**config.mk**
```make
export PLATFORM = sky130hd
export DESIGN_NAME = wdt_kick_ctrl
export DESIGN_NICKNAME = d
export VERILOG_FILES = /design/src/rtl/wdt_pkg.sv /design/src/rtl/wdt_kick_ctrl_kick_tracker.sv /design/src/rtl/wdt_kick_ctrl.sv
export SDC_FILE = /design/constraint.sdc
export NUM_CORES = 1
export LEC_CHECK = 0
export CORE_MARGIN = 2
export CORE_UTILIZATION = 45
export CTS_CLUSTER_DIAMETER = 200
export DETAILED_ROUTE_END_ITERATION = 10
export GPL_ROUTABILITY_DRIVEN = 0
export PLACE_DENSITY = 0.86
export SYNTH_ARGS = -nofsm -noshare
export SYNTH_HDL_FRONTEND = slang
export SYNTH_HIERARCHICAL = 1
export SYNTH_SLANG_ARGS = --single-unit
```
**constraint.sdc**
```tcl
create_clock -name i_clk -period 2.45 [get_ports i_clk]
set_clock_uncertainty 0.2 [all_clocks]
set_input_delay 0.245 -clock i_clk [delete_from_list [all_inputs] [get_ports i_clk]]
set_output_delay 0.245 -clock i_clk [all_outputs]
set_load 0.02 [all_outputs]
```
**src/rtl/wdt_pkg.sv**
```systemverilog
// Shared types and sizing helpers for the watchdog kick supervisor.
package wdt_pkg;

   typedef enum logic [1:0] {
      IDLE  = 2'd0,
      RUN   = 2'd1,
      WARN  = 2'd2,
      FATAL = 2'd3
   } wdt_state_e;

   // Width of the escalation counter: must hold WARN_LIMIT itself.
   function automatic int warn_cnt_width(input int limit);
      return $clog2(limit + 1);
   endfunction

endpackage

```
**src/rtl/wdt_kick_ctrl_kick_tracker.sv**
```systemverilog
// Per-period kick accumulator: records which enabled clients kicked and
// flags when the current round is complete.
module kick_tracker #(
   parameter int N = 4
) (
   input  logic         i_clk,
   input  logic         i_reset_n,
   input  logic         i_en,
   input  logic         i_clr,
   input  logic [N-1:0] i_mask,
   input  logic [N-1:0] i_kick,
   output logic         o_round_complete,
   output logic [N-1:0] o_missing
);

   logic [N-1:0] r_kicked;
   logic [N-1:0] w_kick_m;

   assign w_kick_m         = i_kick & i_mask;
   // A kick arriving in the completing cycle closes the current round.
   assign o_round_complete = ((r_kicked | w_kick_m) == i_mask);
   assign o_missing        = i_mask & ~r_kicked;

   always_ff @(posedge i_clk or negedge i_reset_n) begin
      if (!i_reset_n) begin
         r_kicked <= '0;
      end else if (i_clr) begin
         r_kicked <= '0;
      end else if (i_en) begin
         r_kicked <= r_kicked | w_kick_m;
      end
   end

endmodule

```
**src/rtl/wdt_kick_ctrl.sv**
```systemverilog
// Watchdog supervisor: arms a shared timer, restarts it once every enabled
// client has kicked, and escalates warning -> fatal reset on expiries.
module wdt_kick_ctrl
   import wdt_pkg::*;
#(
   parameter int N_CLIENTS  = 4,
   parameter int WD_CNT_W   = 16,
   parameter int WARN_LIMIT = 2
) (
   input  logic                 i_clk,
   input  logic                 i_reset_n,
   input  logic                 i_start,
   input  logic                 i_stop,
   input  logic [WD_CNT_W-1:0]  i_timeout,
   input  logic [N_CLIENTS-1:0] i_client_mask,
   input  logic [N_CLIENTS-1:0] i_kick,
   input  logic                 i_wd_irq,
   output logic                 o_wd_en,
   output logic                 o_wd_clear,
   output logic [WD_CNT_W-1:0]  o_wd_val,
   output logic                 o_warn_irq,
   output logic                 o_reset_req,
   output logic [N_CLIENTS-1:0] o_missing,
   output logic [1:0]           o_state
);

   localparam int                  WARN_CNT_W = warn_cnt_width(WARN_LIMIT);
   localparam logic [WARN_CNT_W:0] LIMIT_EXT  = WARN_LIMIT[WARN_CNT_W:0];

   wdt_state_e             r_state;
   logic [N_CLIENTS-1:0]   r_mask;
   logic [N_CLIENTS-1:0]   r_missing;
   logic [WD_CNT_W-1:0]    r_wd_val;
   logic [WARN_CNT_W-1:0]  r_warn_cnt;
   logic                   r_wd_en;
   logic                   r_wd_clear;
   logic                   r_warn_irq;
   logic                   r_reset_req;

   logic                   w_active;
   logic                   w_start_ok;
   logic                   w_irq_eval;
   logic                   w_round_complete;
   logic                   w_trk_clr;
   logic [N_CLIENTS-1:0]   w_missing;
   logic [WARN_CNT_W:0]    w_warn_sum;
   logic                   w_escalate;

   function automatic logic [WARN_CNT_W-1:0] sat_inc(input logic [WARN_CNT_W-1:0] v);
      logic [WARN_CNT_W:0] s;
      s = {1'b0, v} + {{WARN_CNT_W{1'b0}}, 1'b1};
      if (s > LIMIT_EXT) sat_inc = LIMIT_EXT[WARN_CNT_W-1:0];
      else               sat_inc = s[WARN_CNT_W-1:0];
   endfunction

   assign w_active   = (r_state == RUN) || (r_state == WARN);
   assign w_start_ok = i_start && (i_client_mask != '0) && (i_timeout != '0);
   // The timer's irq is still high during our clear cycle; ignore it then.
   assign w_irq_eval = w_active && i_wd_irq && !r_wd_clear;
   assign w_trk_clr  = i_stop || !w_active || w_round_complete || w_irq_eval;
   assign w_warn_sum = {1'b0, r_warn_cnt} + {{WARN_CNT_W{1'b0}}, 1'b1};
   assign w_escalate = (w_warn_sum >= LIMIT_EXT);

   kick_tracker #(
      .N (N_CLIENTS)
   ) u_kick_tracker (
      .i_clk            (i_clk),
      .i_reset_n        (i_reset_n),
      .i_en             (w_active),
      .i_clr            (w_trk_clr),
      .i_mask           (r_mask),
      .i_kick           (i_kick),
      .o_round_complete (w_round_complete),
      .o_missing        (w_missing)
   );

   always_ff @(posedge i_clk or negedge i_reset_n) begin
      if (!i_reset_n) begin
         r_state     <= IDLE;
         r_mask      <= '0;
         r_wd_val    <= '0;
         r_warn_cnt  <= '0;
         r_wd_en     <= 1'b0;
         r_wd_clear  <= 1'b0;
         r_warn_irq  <= 1'b0;
         r_reset_req <= 1'b0;
         r_missing   <= '0;
      end else begin
         r_wd_clear <= 1'b0;
         if (i_stop) begin
            r_state     <= IDLE;
            r_wd_en     <= 1'b0;
            r_warn_irq  <= 1'b0;
            r_reset_req <= 1'b0;
            r_missing   <= '0;
            r_warn_cnt  <= '0;
         end else begin
            case (r_state)
               IDLE: begin
                  if (w_start_ok) begin
                     r_mask   <= i_client_mask;
                     r_wd_val <= i_timeout;
                     r_wd_en  <= 1'b1;
                     r_state  <= RUN;
                  end
               end
               RUN, WARN: begin
                  if (w_round_complete) begin
                     r_wd_clear <= 1'b1;
                     r_warn_cnt <= '0;
                     r_warn_irq <= 1'b0;
                     r_state    <= RUN;
                  end else if (w_irq_eval) begin
                     r_missing  <= w_missing;
                     r_warn_cnt <= sat_inc(r_warn_cnt);
                     if (w_escalate) begin
                        r_state     <= FATAL;
                        r_reset_req <= 1'b1;
                        r_wd_en     <= 1'b0;
                     end else begin
                        r_warn_irq <= 1'b1;
                        r_wd_clear <= 1'b1;
                        r_state    <= WARN;
                     end
                  end
               end
               default: ;
            endcase
         end
      end
   end

   assign o_wd_en     = r_wd_en;
   assign o_wd_clear  = r_wd_clear;
   assign o_wd_val    = r_wd_val;
   assign o_warn_irq  = r_warn_irq;
   assign o_reset_req = r_reset_req;
   assign o_missing   = r_missing;
   assign o_state     = r_state;

endmodule

```
[Yosys cells after proc, flatten, opt, wreduce, memory -nomap -nowiden]
Cells that the tools add are included.
Operators by class
  add/sub/neg operators: 1
  $lt $le $gt $ge: 2
  equal/unequal tests: 10
  mux-type cells: 38
  bitwise logic cells: 5
  reduce and logical (&&, ||, !) cells: 27
Operators by type and width (count)
  two-way mux 4 bit: 6
  two-way mux 1 bit: 21
  two-way mux 2 bit: 9
  nonzero test 16 bit: 1
  inequality test 3 bit, second input constant: 5
  AND reduction 3 bit: 4
  AND 4 bit: 2
  nonzero test 2 bit: 4
  nonzero test 3 bit: 2
  AND reduction 5 bit: 1
  == test 4 bit: 1
  logical AND 1 bit: 4
  logical OR 1 bit: 4
  inequality test 4 bit, second input constant: 1
  inverter 4 bit: 1
  bitwise OR 4 bit: 1
  case mux 2 bit (2 select lines): 1
  AND reduction 4 bit: 1
  nonzero test 4 bit: 1
  adder 2 x 1 -> 3 bit, second input constant: 1
  >= comparator 3 x 2 -> 1 bit, second input constant: 1
  greater-than comparator 3 x 2 -> 1 bit, second input constant: 1
  == test 2 x 1 -> 1 bit, second input constant: 1
  == test 2 bit, second input constant: 1
  other kinds (7): 8
Storage, ports and cells
  flip-flop bits (word level): 36
  input port bits: 29
  output and inout port bits: 26

[Depth between registers and ports, before layout]
Gate-level depths: netlist of run 1.
  depth in word-level cells: 8
  depth in mapped cells: 7

[By module]
The synthesis of run 1 kept the hierarchy.
By module, submodules not included
  wdt_kick_ctrl: times used 1, cells an instance 116, area an instance 1411.4 um^2
  kick_tracker: times used 1, cells an instance 28, area an instance 247.7 um^2

[Worst setup path before layout of run 1]
OpenSTA, ideal clock, no wires.
  path type: flip-flop to flip-flop
  start point: reg r_state[0], in the netlist o_state[0]
  end point: reg r_wd_en, in the netlist o_wd_en
  setup time: 136 ps
  arrival time: 1787 ps
  required time: 2114 ps
  slack: 327 ps
  cell stages (with the launch flop): 7
  path buffers: 0
  clock period less this slack: 2123 ps
  cells stage by stage: dfrtp_1 -> inv_1 -> ha_1 -> nor4bb_1 -> o21ai_0 -> nand2_1 -> a21oi_1
Between the ends
  cells in the longest elaborated chain, start to end: 6
RTL lines
  start, declared: line wdt_kick_ctrl.sv:30  | wdt_state_e r_state;
  start signal, assigned: line wdt_kick_ctrl.sv:79  | r_state <= IDLE;
  start signal, assigned: line wdt_kick_ctrl.sv:91  | r_state <= IDLE;
  start signal, assigned: line wdt_kick_ctrl.sv:104  | r_state <= RUN;
  == test 2 x 1 -> 1 bit or == test 2 bit (tied branches): line wdt_kick_ctrl.sv:56  | assign w_active = (r_state == RUN) || (r_state == WARN);
  logical OR 1 bit *: line wdt_kick_ctrl.sv:56
  named net w_active: line wdt_kick_ctrl.sv:40  | logic w_active;
  logical AND 1 bit * (2 in a row): line wdt_kick_ctrl.sv:59  | assign w_irq_eval = w_active && i_wd_irq && !r_wd_clear;
  inequality test 3 bit (no source line) *
  AND reduction 5 bit (no source line) *
  end signal, assigned: line wdt_kick_ctrl.sv:83  | r_wd_en <= 1'b0;
  end signal, assigned: line wdt_kick_ctrl.sv:92  | r_wd_en <= 1'b0;
  end signal, assigned: line wdt_kick_ctrl.sv:103  | r_wd_en <= 1'b1;
  end, declared: line wdt_kick_ctrl.sv:35  | logic r_wd_en;
Mark *: on every way through the listed nets, which the timed path passes. The rest lies on a longest branch.
A chain may end at the register's enable or synchronous reset.

[Worst setup path after layout of run 1]
  start point: reg r_state[0], in the netlist o_state[0]
  end point: reg r_mask[1]
Between the ends
  cells in the longest elaborated chain, start to end: 2
RTL lines
  logical NOT 2 bit: line wdt_kick_ctrl.sv:98  | case (r_state)
  AND reduction 3 bit (no source line)
  end signal, assigned: line wdt_kick_ctrl.sv:101  | r_mask <= i_client_mask;
  end, declared: line wdt_kick_ctrl.sv:31  | logic [N_CLIENTS-1:0] r_mask;
Every way passes these cells.

==> flow_summary_export.csv, run 1 <==
group,metric,value,unit
critical_path,r2r-end,"r_mask[1]$_DFFE_PN0P_",
critical_path,r2r_slack,270,ps
global_route,grt_use_total,0.195,
finish,antenna_cells,0,
logic_synthesis,synth_most_common_cell,"dfrtp_1",
floorplanning,die_width,64.7,um
power_and_ir_drop,comb_power_share,0.506,
clock_tree,clkLatencyLatePin,280,ps
critical_path,cp-endpoint,"r_mask[1]$_DFFE_PN0P_",
clock_tree,post_cts_buffers,0,
critical_path,path_class,"flip-flop to flip-flop",
logic_synthesis,yosys.area.top_type,"dfrtp_1",
power_and_ir_drop,power.density,1180,nW/um^2
worst_hold_path,min_from,"o_warn_irq$_DFFE_PN0P_",
critical_path,startpoint,"o_state[0]$_DFFE_PN0P_",
timing,rsz0062_at_grt,"false",
floorplanning,io_pins,55,
status,status,"completed",
routing,vias_per_cell,5.22,
clock_tree,cts.sinks,36,
logic_synthesis,yosys.cell_types.count,33,
critical_path,cp_cell_sequence,"inv_1 -> ha_1 -> inv_1 -> or4_4 -> mux2_4",
clock_tree,cts_tree,"done",
finish,n_fill_cell,294,
finish,post-route-util,0.660,
worst_hold_path,hold_path_class,"flip-flop to flip-flop",
routing,drt_first_pass_iters,4,
timing,slew_viol_final,0,
global_route,grt_max_degree,37,
finish,drive_gt1_frac,0.195,
global_route,grt_overflow,0,
floorplanning,core-area,3610,sq um
finish,layout.cells.non_filler,258,
critical_path,endpoint_kind,"flip-flop",
logic_synthesis,async_reset_ff_frac,1.00,
critical_path,cp.required,2420,ps
critical_path,start_kind,"flip-flop",
placement,place_hpwl,2710,um
logic_synthesis,synthTopCellsByArea,"dfrtp_1 54%, mux2_2 14%, a21oi_1 3.9%, nand3_1 2.7%, inv_1 2.5%",
clock_tree,clk_pin_slew,70,ps
power_and_ir_drop,switchingPower,1.05,mW
critical_path,path_buf_inv,2,
floorplanning,core.rowCount,22,
critical_path,cpPeakStageDelay,680,ps
placement,dpl.cell_count,249,
logic_synthesis,syn_inst,144,
timing,whs,299,ps
timing,final.min_clock_period,2180,ps
critical_path,rr_startpoint,"o_state[0]$_DFFE_PN0P_",
logic_synthesis,synth.ff_latch_count,36,
critical_path,path_depth,5,
placement,port_buffers,54,
logic_synthesis,yosys_warnings,6,
routing,wl_per_cell,14.2,um
timing,fin_crit_sh,0.889,
power_and_ir_drop,p_total,2.81,mW
clock_tree,cts_inserted_buffers,5,
global_route,grt_pass1_wl,6200,um
timing,timing.final.ws_setup,271,ps
timing,finalSetupViolCount,0,
power_and_ir_drop,seq_power_share,0.351,
logic_synthesis,synthesis.area,1660,sq um
routing,drc,0,
placement,dpl_worst_slack,-152,ps
critical_path,reg2reg_depth,5,
logic_synthesis,synth_edf_count,0,
logic_synthesis,syn-num-nets,174,
clock_tree,clock_path_buffers,2,
clock_tree,htreeDepth,2,
routing,detail-route-antenna-nets,0,
timing,slew_headroom,0.482,
timing,final_hold_viol_count,0,
clock_tree,clockRootBuffer,"clkbuf_8",
floorplanning,die_h,64.7,um
timing,tightestPinTransition,777,ps
critical_path,cpMaxStageDelayCell,"or4_4",
critical_path,path_max_fanout,20,
critical_path,crit_family,"simple AND/OR/NAND/NOR gates",
logic_synthesis,synthFlopType,"dfrtp_1",
finish,syn2layout_area_growth,43.5,%
logic_synthesis,yosysSeqAreaShare,0.543,
routing,routed_wl,3660,um
timing,clock.fmax,459,MHz
power_and_ir_drop,power.share.switching,0.374,
global_route,grt_antenna_before_repair,0,
flow_run,max_cap_violations,0,
power_and_ir_drop,p_leak,0.997,nW
power_and_ir_drop,p_int,1.76,mW
critical_path,cp.arrival,2150,ps
routing,vias,1346,
power_and_ir_drop,irDropWorstVdd,0.634,mV
global_route,grt_pass1_vias,1377,
logic_synthesis,synth_top_area_share,0.543,
floorplanning,start_util,0.460,
routing,drtIter0Drc,125,
floorplanning,die_area,4190,sq um
critical_path,crit_top_cell,"inv_1",
power_and_ir_drop,clkPwrFrac,0.143,
logic_synthesis,avgSynthCellArea,11.5,sq um
logic_synthesis,synth_commonest_cells,"36 x dfrtp_1, 20 x mux2_2, 13 x a21oi_1",
finish,final_nets,239,
[through the flow]
stage	cell area [sq um]	TNS, ps
floorplan	1660	0
global placement	2280	-22.8
detailed placement	2280	-291
CTS	2370	0
global route	2380	0
finish	2380	0
[cells by family (layout without fill, tap and decap cells)]
family | count (synthesis) | count (layout) | synth area share
muxes | 21 | 21 | 0.145
AOI/OAI and AO/OA | 28 | 28 | 0.106
adders and majority gates | 1 | 1 | 0.00754
and+or+nand+nor | 43 | 43 | 0.156
DFF | 36 | 36 | 0.543
buffers and inverters | 15 | 81 | 0.0430
[layer usage]
layer  vias to the layer above  routed length [um]  global-route usage
li1                        650                   -                   -
met1                       647                1550               0.231
met2                        42                1850               0.335
met3                         7                 198              0.0451
met4                         0                  59              0.0851
met5                         -                   0                   0
[layout by cell type (no fill, tap or decap), types with 5 or more instances in the layout]
cell type        synthesis  final
nand2_1                  9      9
a21oi_1                 13     13
clkdlybuf4s50_1          0     53
mux2_2                  20     20
nor2b_1                  6      6
nand3_1                  9      9
inv_1                   11     11
buf_4                    0      7
dfrtp_1                 36     36
clkbuf_8                 0      5
[registers in the layout (all words and copies together) (netlist names), 2 cells and up]
register and cells:
o_wd_val 16, u_kick_tracker/r_kicked 4, o_missing 4, r_warn_cnt 2
r_mask 4, o_state 2
[worst min path at each step]
stage / end / cells past startpoint
after global routing: o_wd_val[3]$_DFFE_PN0P_ / 1
after CTS: o_warn_irq$_DFFE_PN0P_ / 1
after floorplan: o_missing[0]$_DFFE_PN0P_ / 0
final: o_warn_irq$_DFFE_PN0P_ / 1
after detailed placement: u_kick_tracker/r_kicked[2]$_DFFE_PN0P_ / 1
after global placement: u_kick_tracker/r_kicked[2]$_DFFE_PN0P_ / 1
[layout make-up]
type / instances / area [sq um] / share of cell area
tap: 48 / 60.1 / 0.0252
timing repair buffer: 62 / 598 / 0.251
inverter: 11 / 41.3 / 0.0173
clock buffer: 5 / 68.8 / 0.0289
clock inverter: 3 / 18.8 / 0.00788
multi-input combinational: 93 / 693 / 0.291
sequential: 36 / 901 / 0.378
[power by group through the flow]
stage / registers (mW) / clock network, mW / logic (mW)
6_report: 0.984 / 0.402 / 1.42
3_3_place_gp: 0.982 / 0 / 1.39
2_1_floorplan: 1.19 / 0 / 0.615
4_1_cts: 0.980 / 0.419 / 1.42
3_5_place_dp: 0.988 / 0 / 1.41
5_1_grt: 1.01 / 0.450 / 1.52
[timing repair]
item | 4_1_cts | 5_1_grt
hold buffers | 1 | 0
resized for setup | 0 | 1
endpoints found under the setup margin | 0 | 3
hold endpoints to repair | 36 | 0
Power figures use the tool's default switching activity.
==> run 2: changes to the inputs <==
--- a/config.mk
+++ b/config.mk
@@ -5,6 +5,7 @@
 export SDC_FILE = /design/constraint.sdc
 export NUM_CORES = 1
 export LEC_CHECK = 0
+export CAP_MARGIN = 20
 export CORE_MARGIN = 2
 export CORE_UTILIZATION = 45
 export CTS_CLUSTER_DIAMETER = 200
==> results of run 2 <==
Same layout as run 1: the final DEF is identical, and so are final timing and power.
==> RTL edit 1 (flow settings as in run 1) <==
Set the parameter `N_CLIENTS` to 2 (it was 4).
--- a/src/rtl/wdt_kick_ctrl.sv
+++ b/src/rtl/wdt_kick_ctrl.sv
@@ -3,7 +3,7 @@
 module wdt_kick_ctrl
    import wdt_pkg::*;
 #(
-   parameter int N_CLIENTS  = 4,
+   parameter int N_CLIENTS  = 2,
    parameter int WD_CNT_W   = 16,
    parameter int WARN_LIMIT = 2
 ) (
Interface: changed (resized i_client_mask, i_kick and o_missing); port bits go from 55 to 49. No check against the original RTL was run, so the function may have changed too.
==> RTL edit 1 against run 1 <==
Critical path type unchanged. Setup slack got worse by 41 ps. Design area decreased by 15%. Synthesized cell count is 19% lower. Synthesized area decreased by 14%. Total power fell by 20%. Critical endpoint is now o_state[1]. Sequential cell count shrank 6. Wire length shrank 12%.
==> RTL edit 1: results (changes against run 1) <==
- Status: completed
- Register area share after synthesis: 0.5249 (-0.01805)
- Multi-input gates: 77 (-17%)
- Clock latency on the worst-skew pair: 320 ps (+40 ps)
- Vias in the first global route: 1164 (-15%)
- First-pass GRT wire length: 5326 um (-14%)
- Overall routed net length: 3202 um (-12%)
- Sequential cell area: 750.7 um^2 (-17%)
- Vias: 1126 (-16%)
- Clock network fraction of design power: 0.127 (-0.016)
- Initial drt markers: 29 (-77%)
- Bufs w/o clock: 51 (-18%)
- NonClk Buf Share: 0.2486 (-0.002575)
- Final nets: 197 (-18%)
- Top cells by area, synth: dfrtp_1, mux2_4, mux2_2
- Static leakage: 0.0008719 uW (-13%)
- Global Route Usage Sum: 0.1983 (+0.003739)
- Largest net degree at the start of global routing: 31 (-16%)
- Combinational cell power: 1170 uW (-18%)
- Inverter count: 6 (-5)
- Multi-input combinational area share: 0.3166 (+0.02552)
- Compound-Gate Fraction of Synth Area: 0.09799 (-0.007593)
- Post-DP HPWL: 2404 um (-11%)
- Filler cells: 240 (-18%)
- Clk slew on worst S/H paths: 90 ps (+20 ps)
- Clock buf/inv share: 0.02536 (-0.01143)
- Adder-Cell Fraction of Synth Area: 0.008749 (+0.001207)
- Syn Nets: 142 (-18%)
- Mux share of post-synthesis cell area: 0.1759 (+0.03106)
==> RTL edit 1: cell types whose count changed in the layout (fill, tap and decap cells not counted), sizes merged, moves of 3 or more <==
cell,run 1,this run
a21oi,13,6
a31oi,1,4
buf,8,3
clkdlybuf4s50,53,48
clkinv,3,0
dfrtp,36,30
inv,11,6
nand3,9,2
o22ai,4,1
==> RTL edit 1: routing by layer <==
layer	track usage	routed length, um
met2	0.3307	1585
met3	0.04691	242
met1	0.2552	1344
met5	0	0
met4	0.06667	30
==> RTL edit 1: worst register-to-register path, stage by stage (launching register included) <==
cell,delay (ps)
dfrtp_1,430
nor3b_1,180
a2111oi_2,570
a21oi_1,190
and2_1,210
o2bb2ai_1,130
a31o_2,210
==> RTL edit 1: through the flow <==
stage                     std cells  total power (uW)
final                           214              2259
after global routing            214              2391
after CTS                       214              2269
after detailed placement        208              1970
after global placement          208              1936
after floorplan                 116              1496
==> RTL edit 1: cell families after synthesis <==
| kind of cell | count (synthesis) |
|---|---|
| AND/OR/NAND/NOR | 37 |
| flip-flops | 30 |
| AO/OA/AOI/OAI | 20 |
| multiplexers | 19 |
| buffers and inverters | 9 |
| adder cells (fa/ha/maj) | 1 |
==> RTL edit 1: final timing paths <==
kind                            depth (start not counted)        start  slack (ps)      endpoint
worst min register to register                          1  o_wd_val[0]         310   o_wd_val[0]
max in group asynchronous                               2    i_reset_n        1670       o_wd_en
worst max-delay path                                    6    r_mask[0]         230    o_state[1]
worst min-delay path                                    2    i_reset_n         110  o_wd_val[14]
min in group i_clk                                      1  o_wd_val[0]         310   o_wd_val[0]
worst max register to register                          6    r_mask[0]         230    o_state[1]
==> RTL edit 1: what timing repair did <==
item	4_1_cts	5_1_grt
hold buffers	0	0
setup endpoints to repair	0	1
gates resized for setup	0	2
buffers inserted	0	0
==> RTL edit 2 (config.mk and constraints of run 1) <==
Made on the original files. Put one more register stage on the output `o_warn_irq`, with the module's reset. The value now appears one clock later. The other outputs are not delayed to match.
--- a/src/rtl/wdt_kick_ctrl.sv
+++ b/src/rtl/wdt_kick_ctrl.sv
@@ -133,7 +133,13 @@
    assign o_wd_en     = r_wd_en;
    assign o_wd_clear  = r_wd_clear;
    assign o_wd_val    = r_wd_val;
-   assign o_warn_irq  = r_warn_irq;
+   always_ff @(posedge i_clk or negedge i_reset_n) begin
+      if (!i_reset_n) begin
+         o_warn_irq <= '0;
+      end else begin
+         o_warn_irq <= r_warn_irq;
+      end
+   end
    assign o_reset_req = r_reset_req;
    assign o_missing   = r_missing;
    assign o_state     = r_state;
Formal check against the unedited RTL: not equivalent (a bounded check fails within 4 cycles, from zero or initial values and one cycle with i_reset_n low).
==> RTL edit 2 against run 1 <==
Total power is 1.3% higher. Non-clock buffer count up 4. Synthesized area increased by 3.6%. Die area rose by 3.4%. Setup slack got worse by 180 ps. First-iteration DRC count decreased by 69%. Sequential cell count rose by 1. Wire length grew 9.8%. Synthesized cell count fell by 1.4%. Design area rose by 4.8%. Highest routed layer unchanged.
==> RTL edit 2: results (changes against run 1) <==
- Top cells by area, synth: dfrtp_1, mux2_2, mux2i_1
- Synth unique cells: 35 (+6.1%)
- Vias/cell: 5.390 (+3.3%)
- Worst path max stage delay: 400 ps (-280 ps)
- Comb power frac: 0.509 (+0.003)
- Pre-CTS setup slack: -314.6 ps (-162.9 ps)
- Top cell family by delay on the critical path: compound AO/OA/AOI/OAI gates
- M1 GR Usage: 0.2348 (+0.003556)
- Slowest CP cell: dfrtp_1
- First-pass GRT wire length: 6803 um (+9.8%)
- Met3 WL: 355 um (+79%)
- DP Area: 0.002386 mm^2 (+4.8%)
- Vias: 1396 (+3.7%)
- Post-Place Cells: 251 (+0.80%)
- Total Power: 2842 uW (+1.3%)
- F_max: 424.8 MHz (-7.4%)
- Status: completed
- Max VDD drop: 0.7860 mV (+24%)
- Top post-synthesis cells by count: dfrtp_1, mux2_2, nor2_1
- Overall routed net length: 4014 um (+9.8%)
- Initial drt markers: 39 (-69%)
- R2R depth: 8 (+3)
- Post-DP HPWL: 3074 um (+13%)
- Global Route Usage Sum: 0.2113 (+0.01677)
- R2r setup slk: 100 ps (-180 ps)
- Hold_ws: 184.3 ps (-115.0 ps)
- Hold path depth: 0 (-1)
- Clock network fraction of design power: 0.151 (+0.008)
- Final nets: 241 (+0.84%)
- Largest net degree at the start of global routing: 38 (+2.7%)
- Static leakage: 0.001055 uW (+5.8%)
- Max FO, Critical Path: 6 (-70%)
- Switching share of power: 0.3620 (-0.01218)
- Vias in the first global route: 1490 (+8.2%)
- Adder-Cell Fraction of Synth Area: 0.007278 (-0.0002635)
-- RTL edit 2: cell count changes in the layout (fill, tap and decap cells not counted), sizes merged, moves of 3 or more --
cell    before  now
nor2         2   12
a21oi       13    4
nand2        9    2
mux2i        0    5
nor3         1    6
buf          8   12
nand3        9    5
clkinv       3    0
-- RTL edit 2: area by class of cell --
cell class | count | area (um^2)
fillers | 257 | 1166
well taps | 48 | 60.06
multi-input cells | 92 | 748.2
flip-flops and latches | 37 | 925.9
repair buffers | 66 | 640.6
inverters | 9 | 33.78
clock buffers | 7 | 86.33
-- RTL edit 2: repair_timing --
| item | in CTS | in global routing |
|---|---|---|
| gates cloned | 0 | 0 |
| hold endpoints to repair | 37 | 0 |
| hold buffers | 1 | 0 |
| endpoints found under the setup margin | 2 | 2 |
| gates resized for setup | 4 | 0 |
| pin swaps | 1 | 6 |
| buffers inserted | 0 | 0 |
